<file path="src/rtl/int_to_float_converter.sv">
// int_to_float_converter
//   Memory-mapped 32-bit two's-complement integer -> IEEE-754 single converter.
//   Software writes the integer to BASE_ADDR, polls status at BASE_ADDR+4 and
//   reads the float from BASE_ADDR+8. Normalisation moves one bit per cycle,
//   followed by one round-to-nearest-even cycle.
// Ports:
//   clk        system clock; state on rising edge, Result on falling edge
//   reset      asynchronous, active-high
//   Data_Addr  bus address
//   Data_In    bus write data
//   MemWrite   bus write strobe
//   Result     registered bus read data
//   Busy       high while a conversion is in progress
module int_to_float_converter #(
    parameter logic [31:0] BASE_ADDR = 32'h0000_0498
) (
    input  logic        clk,
    input  logic        reset,
    input  logic [31:0] Data_Addr,
    input  logic [31:0] Data_In,
    input  logic        MemWrite,
    output logic [31:0] Result,
    output logic        Busy
);

    typedef enum logic [1:0] {IDLE, NORM, ROUND, DONE} state_t;

    state_t      state;
    logic        sign;
    logic [31:0] mag;
    logic [7:0]  exp;
    logic [31:0] res;
    logic        done;

    logic        start;
    logic [31:0] abs_in;
    logic        guard;
    logic        sticky;
    logic        round_up;
    logic [24:0] mant_inc;

    // Writes during NORM/ROUND are dropped so the conversion in flight survives.
    assign start  = MemWrite && (Data_Addr == BASE_ADDR) &&
                    (state == IDLE || state == DONE);
    // 0x80000000 negates to itself, which is exactly the unsigned magnitude.
    assign abs_in = Data_In[31] ? (~Data_In + 32'd1) : Data_In;

    // Round-to-nearest-even on the normalised magnitude.
    assign guard    = mag[7];
    assign sticky   = |mag[6:0];
    assign round_up = guard && (sticky || mag[8]);
    assign mant_inc = {1'b0, mag[31:8]} + {24'd0, round_up};

    always_ff @(posedge clk or posedge reset) begin
        if (reset) begin
            state <= IDLE;
            sign  <= 1'b0;
            mag   <= 32'd0;
            exp   <= 8'd0;
            res   <= 32'd0;
            done  <= 1'b0;
            Busy  <= 1'b0;
        end else begin
            if (start) begin
                if (Data_In == 32'd0) begin
                    res   <= 32'd0;
                    done  <= 1'b1;
                    state <= DONE;
                    Busy  <= 1'b0;
                end else begin
                    sign  <= Data_In[31];
                    mag   <= abs_in;
                    exp   <= 8'd158;
                    done  <= 1'b0;
                    state <= NORM;
                    Busy  <= 1'b1;
                end
            end else begin
                case (state)
                    NORM: begin
                        if (mag[31]) begin
                            state <= ROUND;
                        end else begin
                            mag <= mag << 1;
                            exp <= exp - 8'd1;
                        end
                    end
                    ROUND: begin
                        // Carry out of 24 bits: mantissa wraps to 1.0, exponent bumps.
                        if (mant_inc[24])
                            res <= {sign, exp + 8'd1, 23'd0};
                        else
                            res <= {sign, exp, mant_inc[22:0]};
                        done  <= 1'b1;
                        state <= DONE;
                        Busy  <= 1'b0;
                    end
                    default: ;
                endcase
            end
        end
    end

    // Read data is presented half a cycle after the state it reflects.
    always_ff @(negedge clk or posedge reset) begin
        if (reset) begin
            Result <= 32'd0;
        end else if (Data_Addr == BASE_ADDR + 32'd4) begin
            Result <= {30'd0, done, Busy};
        end else if (Data_Addr == BASE_ADDR + 32'd8) begin
            Result <= res;
        end else begin
            Result <= 32'd0;
        end
    end

endmodule

</file>
<file path="config.mk">
export PLATFORM = sky130hd
export DESIGN_NAME = int_to_float_converter
export DESIGN_NICKNAME = d
export VERILOG_FILES = /design/src/rtl/int_to_float_converter.sv
export SDC_FILE = /design/constraint.sdc
export NUM_CORES = 1
export LEC_CHECK = 0
export CAP_MARGIN = 10
export CORE_UTILIZATION = 59
export CTS_CLUSTER_SIZE = 25
export DETAILED_ROUTE_END_ITERATION = 16
export DONT_BUFFER_PORTS = 1
export MAX_ROUTING_LAYER = met4
export PLACE_DENSITY = 0.75
export REMOVE_ABC_BUFFERS = 1
export SYNTH_ARGS = -nofsm -noshare
export SYNTH_HDL_FRONTEND = slang
export SYNTH_SLANG_ARGS = --single-unit
</file>
<file path="constraint.sdc">
create_clock -name clk -period 4.9 [get_ports clk]
set_input_delay 0.98 -clock clk [delete_from_list [all_inputs] [get_ports clk]]
set_output_delay 0.98 -clock clk [all_outputs]
set_load 0.005 [all_outputs]
</file>
==> flow_summary_export.csv, run 1 <==
group,metric,value,unit
floorplanning,die_area,10010,µm²
clock_tree,cts_tree,"built",
floorplanning,io_pins,100,
clock_tree,insertion_delay,0.37,ns
floorplanning,fp.coreArea,9284,µm²
routing,routed_wl,12400,µm
timing,hold_violations,0,
floorplanning,die_w,100.0,µm
clock_tree,cts_buffer_depth,2,
worst_setup_path,crit_path_start,"Data_Addr[23]",
outcome,status,"finished clean",
synthesis,synth_top_family_by_area,"simple AND/OR/NAND/NOR gates",
timing,slew_headroom,0.4811,
place,port-buffer-count,0,
layout,num_antenna_cells,0,
routing,routedWlPerCell,17.92,µm
synthesis,synthCells,568,
floorplanning,start_util,0.6109,
clock_tree,cts-resized-gates,0,
power,peakVddDrop,0.0001835,V
timing,tightest_slew,0.7754,ns
floorplanning,die_y,100.0,µm
layout,area_delta_synth_final,5.648,%
routing,drc,0,
layout,mostFrequentLayoutCells,"dfrtp_1, nand2_1, nor2_1",
power,p_per_area,254.0,nW/µm²
routing,drtIter0Drc,222,
place,hpwlAfterDp,8814,µm
clock_tree,cts.sinks,109,
synthesis,synth_xor_xnor_area_share,0.08802,
timing,rsz0062_at_grt,"false",
timing,finalSetupViolCount,0,
synthesis,ys_seq_area_frac,0.4809,
synthesis,synth-seq-cells,109,
floorplanning,rows,35,
layout,seq_area,2728,µm²
synthesis,yosys.area_share.simple,0.2109,
worst_setup_path,crit_fanout,32,
clock_tree,hold_buffers,0,
hold_path,hold_class,"reg -> reg",
layout,final_net_count,632,
grt,grt_pass1_wl,20360,µm
clock_tree,clkTransAtPathRegs,0.09,ns
routing,vias,4262,
routing,drt_pre_antenna_iters,7,
worst_setup_path,r2r-start,"Busy",
synthesis,synthAdderAreaFrac,0.01324,
grt,grt_overflow_total,0,
worst_setup_path,endpoint_kind,"register",
grt,grt_max_degree,59,
timing,hold_slack,0.4882,ns
power,total_leakage_power,2.450,nW
synthesis,synth_top_flop_cell,"dfrtp_1",
worst_setup_path,r2r_cells,1,
synthesis,synth_edf_count,0,
grt,grt_usage,0.2692,
synthesis,syn_avg_cell_area,9.985,µm²
synthesis,synthDistinctLibCells,56,
worst_setup_path,crit_arrival,2.71,ns
clock_tree,cts_setup_buffers,0,
clock_tree,cts_made_buffers,9,
synthesis,synth_compound_area_frac,0.1580,
worst_setup_path,startpoint_type,"primary input",
routing,vias_per_cell,6.159,
timing,fin_skew,0.02683,ns
layout,layout-drive-gt1-share,0.07638,
clock_tree,h-tree-depth,3,
layout,fillers,774,
worst_setup_path,endpoint,"Result[9]",
synthesis,async_flop_share,1.000,
worst_setup_path,rrSetupSlack,1.60,ns
clock_tree,cts-root-buf,"clkbuf_8",
grt,grt_pass1_vias,4097,
run,cap_viol_max_count,0,
layout,layout_commonest_cell,"dfrtp_1",
timing,setup_tns,0,ns
worst_setup_path,regToRegEndpoint,"Result[0]",
grt,antenna_found_initial,0,
layout,multiInputGateArea,2771,µm²
synthesis,yosysWarnings,0,
synthesis,syn_area,5672,µm²
place,gp_congestion,0.8674,
timing,drv_slew,0,
routing,ant_nets,0,
worst_setup_path,crit_type,"in -> reg",
synthesis,muxShareOfSynthArea,0.01544,
hold_path,holdPathStages,1,
worst_setup_path,required,2.84,ns
==> kinds of logic after synthesis <==
logic type	Yosys count
AND/OR/NAND/NOR	217
XOR/XNOR	57
adder cells (fa/ha/maj)	6
buffers and inverters	42
multiplexers	7
AO/OA/AOI/OAI	130
flip-flops	109
==> per-layer routing <==
metal / GRT usage / part of all wire / vias up
li1: - / - / 2014
met1: 0.3512 / 0.44 / 2098
met2: 0.4324 / 0.49 / 130
met3: 0.04875 / 0.054 / 20
met4: 0.08138 / 0.018 / 0
met5: - / 0 / -
==> worst min-delay path by stage <==
| stage | from | endpoint |
|---|---|---|
| after floorplan | res[10] | res[10] |
| after global placement | res[10] | res[10] |
| after detailed placement | res[23] | res[23] |
| after CTS | res[28] | res[28] |
| after global routing | res[14] | res[14] |
| final | res[28] | res[28] |
==> synth_stat cells (3+ instances only) <==
cell | number | area (µm²)
a211oi_1 | 4 | 30.03
a21oi_1 | 29 | 145.1
a32o_1 | 3 | 30.03
and2_1 | 32 | 200.2
and3_1 | 6 | 37.54
and4_1 | 3 | 26.28
buf_2 | 5 | 25.02
buf_6 | 3 | 33.78
clkbuf_1 | 19 | 71.32
dfrtn_1 | 32 | 800.8
dfrtp_1 | 77 | 1927
ha_1 | 6 | 75.07
inv_1 | 12 | 45.04
mux2i_1 | 5 | 50.05
nand2_1 | 48 | 180.2
nand3_1 | 17 | 85.08
nand4_1 | 10 | 62.56
nor2_1 | 38 | 142.6
nor2b_1 | 3 | 18.77
nor3_1 | 13 | 65.06
nor3b_1 | 12 | 90.09
nor4_1 | 6 | 37.54
nor4_2 | 3 | 37.54
nor4b_1 | 3 | 26.28
o21ai_0 | 22 | 110.1
o21ai_1 | 9 | 45.04
o22ai_1 | 8 | 50.05
o2bb2ai_1 | 29 | 254.0
o31ai_1 | 5 | 37.54
o31ai_2 | 3 | 37.54
o41ai_1 | 5 | 43.79
or3_1 | 6 | 37.54
or4_1 | 5 | 37.54
xnor2_1 | 24 | 210.2
xor2_1 | 33 | 289.0
==> sequential cells by signal (all words and copies together) (netlist names) <==
signal / count
Result: 32
mag: 32
res: 32
exp: 8
state: 2
Busy: 1
done: 1
sign: 1
==> power breakdown <==
| group | switching (W) | total, W | internal (W) |
|---|---|---|---|
| logic | 0.0000379 | 0.0000623 | 0.0000244 |
| clock network | 0.000307 | 0.000559 | 0.000252 |
| registers | 0.000000000325 | 0.000900 | 0.000900 |
==> layout make-up <==
type,instances,area share
multi-input combinational,417,0.4625
tap,129,0.02694
clock buffer,11,0.02360
timing repair buffer,10,0.01462
clock inverter,4,0.009188
inverter,12,0.007935
sequential,109,0.4552
==> stage by stage <==
stage	cells	area [µm²]	power, W	worst slack (ns)	util
floorplan	538	5527	0.0009669	-1.269	-
detailed placement	677	5796	0.0009809	-0.2822	0.6243
global route	692	5992	0.001573	0.0004194	0.6454
finish	692	5992	0.001522	0.1232	0.6454
global placement	677	5796	0.0009791	-0.1718	0.6243
CTS	692	5992	0.001527	0.08863	0.6454
==> critical path: stages <==
cell	delay (ns)
nor4_1	0.38
nand2_1	0.12
or4_1	0.53
nor4b_4	0.34
buf_12	0.20
and2_1	0.15
Note: power is estimated with default switching activity, not from simulation.
==> run 2: changes to the inputs <==
--- a/config.mk
+++ b/config.mk
@@ -11,7 +11,7 @@
 export DETAILED_ROUTE_END_ITERATION = 16
 export DONT_BUFFER_PORTS = 1
 export MAX_ROUTING_LAYER = met4
-export PLACE_DENSITY = 0.75
+export PLACE_DENSITY = 0.73
 export REMOVE_ABC_BUFFERS = 1
 export SYNTH_ARGS = -nofsm -noshare
 export SYNTH_HDL_FRONTEND = slang
==> run 2 against run 1 <==
  * Register-to-register slack about the same
  * Largest cell class unchanged
  * Largest power group unchanged
  * Cell count did not move
  * Combinational power hardly changed
  * Clock skew decreased by 0.0017 ns
  * Via count down 1.5%
  * Utilization barely moved
==> flow_summary_export.csv, run 2 (same netlist as run 1, synthesis figures left out) <==
group,metric,value,unit
timing,finalWorstSetupSlack,0.1461,ns
hold_path,hold-path-endpoint,"res[9]",
timing,finalSetupViolCount,0,
layout,layout_commonest_cell,"dfrtp_1",
worst_setup_path,r2r-start,"Busy",
timing,fin_skew,0.02514,ns
clock_tree,hold_buffers,0,
worst_setup_path,crit_type,"in -> reg",
routing,ant_nets,0,
clock_tree,cts-root-buf,"clkbuf_8",
clock_tree,cts-resized-gates,0,
place,hpwlAfterDp,8824,µm
grt,grt_overflow_total,0,
layout,area_delta_synth_final,5.625,%
place,gp_congestion,0.8626,
clock_tree,cts_setup_buffers,0,
worst_setup_path,endpoint_kind,"register",
hold_path,hp-start,"res[9]",
floorplanning,io_pins,100,
layout,stdcell_count,692,
routing,wl_met3,526,µm
floorplanning,die_w,100.0,µm
worst_setup_path,regToRegEndpoint,"Result[0]",
routing,drtIter0Drc,188,
worst_setup_path,crit_fanout,32,
clock_tree,cts_made_buffers,9,
timing,hold_violations,0,
layout,fin_area,5991,µm²
worst_setup_path,required,2.84,ns
timing,slew_headroom,0.4403,
floorplanning,rows,35,
floorplanning,die_y,100.0,µm
clock_tree,insertion_delay,0.38,ns
grt,antenna_found_initial,0,
clock_tree,cts_buffer_depth,2,
routing,drc,0,
floorplanning,fp.coreArea,9284,µm²
worst_setup_path,r2r_cells,1,
power,total_leakage_power,2.456,nW
power,peakVddDrop,0.0001324,V
layout,top_regs,"Result: 32 flops, mag: 32 flops, res: 32 flops",
clock_tree,h-tree-depth,3,
place,dpl_cell_area,5788,µm²
routing,met1_length,5674,µm
place,placed_cells,676,
timing,drv_slew,0,
routing,wl_met2,5833,µm
layout,num_antenna_cells,0,
hold_path,holdPathStages,1,
routing,vias,4197,
timing,rsz0062_at_grt,"false",
power,p_per_area,254.9,nW/µm²
worst_setup_path,crit_arrival,2.70,ns
worst_setup_path,startpoint_type,"primary input",
routing,vias_per_cell,6.065,
outcome,status,"finished clean",
grt,grt_max_degree,60,
clock_tree,cts.sinks,109,
grt,grt_pass1_vias,4121,
layout,mostFrequentLayoutCells,"dfrtp_1, nand2_1, nor2_1",
layout,layout-drive-gt1-share,0.07815,
place,port-buffer-count,0,
grt,grt_pass1_wl,20300,µm
timing,tightest_slew,0.8334,ns
floorplanning,start_util,0.6109,
routing,drt_pre_antenna_iters,4,
power,total_power,0.001527,W
hold_path,hold_class,"reg -> reg",
layout,final_net_count,631,
grt,grt_usage,0.2678,
place,dp_slack,-0.2363,ns
floorplanning,die_area,10010,µm²
clock_tree,cts_tree,"built",
clock_tree,clkTransAtPathRegs,0.11,ns
routing,routed_wl,12260,µm
worst_setup_path,rrSetupSlack,1.61,ns
layout,postLayoutCoreUtil,0.6453,
routing,top_layer_used,"met4",
run,cap_viol_max_count,0,
routing,routedWlPerCell,17.72,µm
-- run 2: power breakdown --
| group | switching (W) | internal (W) |
|---|---|---|
| combinational | 0.0000384 | 0.0000237 |
| sequential | 0.000000000305 | 0.000900 |
| clock | 0.000321 | 0.000244 |
| total | 0.000359 | 0.00117 |
-- run 2: worst max-delay path, stage by stage --
cell and delay, ns:
nor4_1 0.30, nand4_1 0.15, or4_1 0.57, nor4b_4 0.32
buf_12 0.20, and2_1 0.16
-- run 2: worst max path at each step --
stage | slack [ns] | endpoint | start
2_1_floorplan | -1.27 | Result[0] | reset
3_3_place_gp | -0.17 | Result[11] | Data_Addr[13]
3_5_place_dp | -0.24 | Result[9] | Data_Addr[17]
4_1_cts | 0.15 | Result[15] | Data_Addr[23]
5_1_grt | 0.02 | Result[9] | Data_Addr[23]
6_report | 0.15 | Result[15] | Data_Addr[17]
-- run 2: layout make-up --
cell class,count,area (µm²)
Timing Repair Buffer,9,80.08
Inverter,12,47.55
Fill cell,772,3293
Tap cell,129,161.4
Clock buffer,9,123.9
Sequential cell,109,2728
Clock inverter,7,78.83
Multi-Input combinational cell,417,2771
-- run 2: metrics by stage --
stage | setup TNS (ns) | hold slack (ns)
final | 0 | 0.4902
after global routing | 0 | 0.5030
after CTS | 0 | 0.4960
after detailed placement | -6.580 | 0.4668
after global placement | -5.289 | 0.4655
after floorplan | -64.44 | 0.4481
-- run 2: routing by layer --
layer	vias up	global-route usage
met2	108	0.4127
met1	2049	0.3642
met3	20	0.04109
met4	0	0.09253
met5	-	-
li1	2020	-
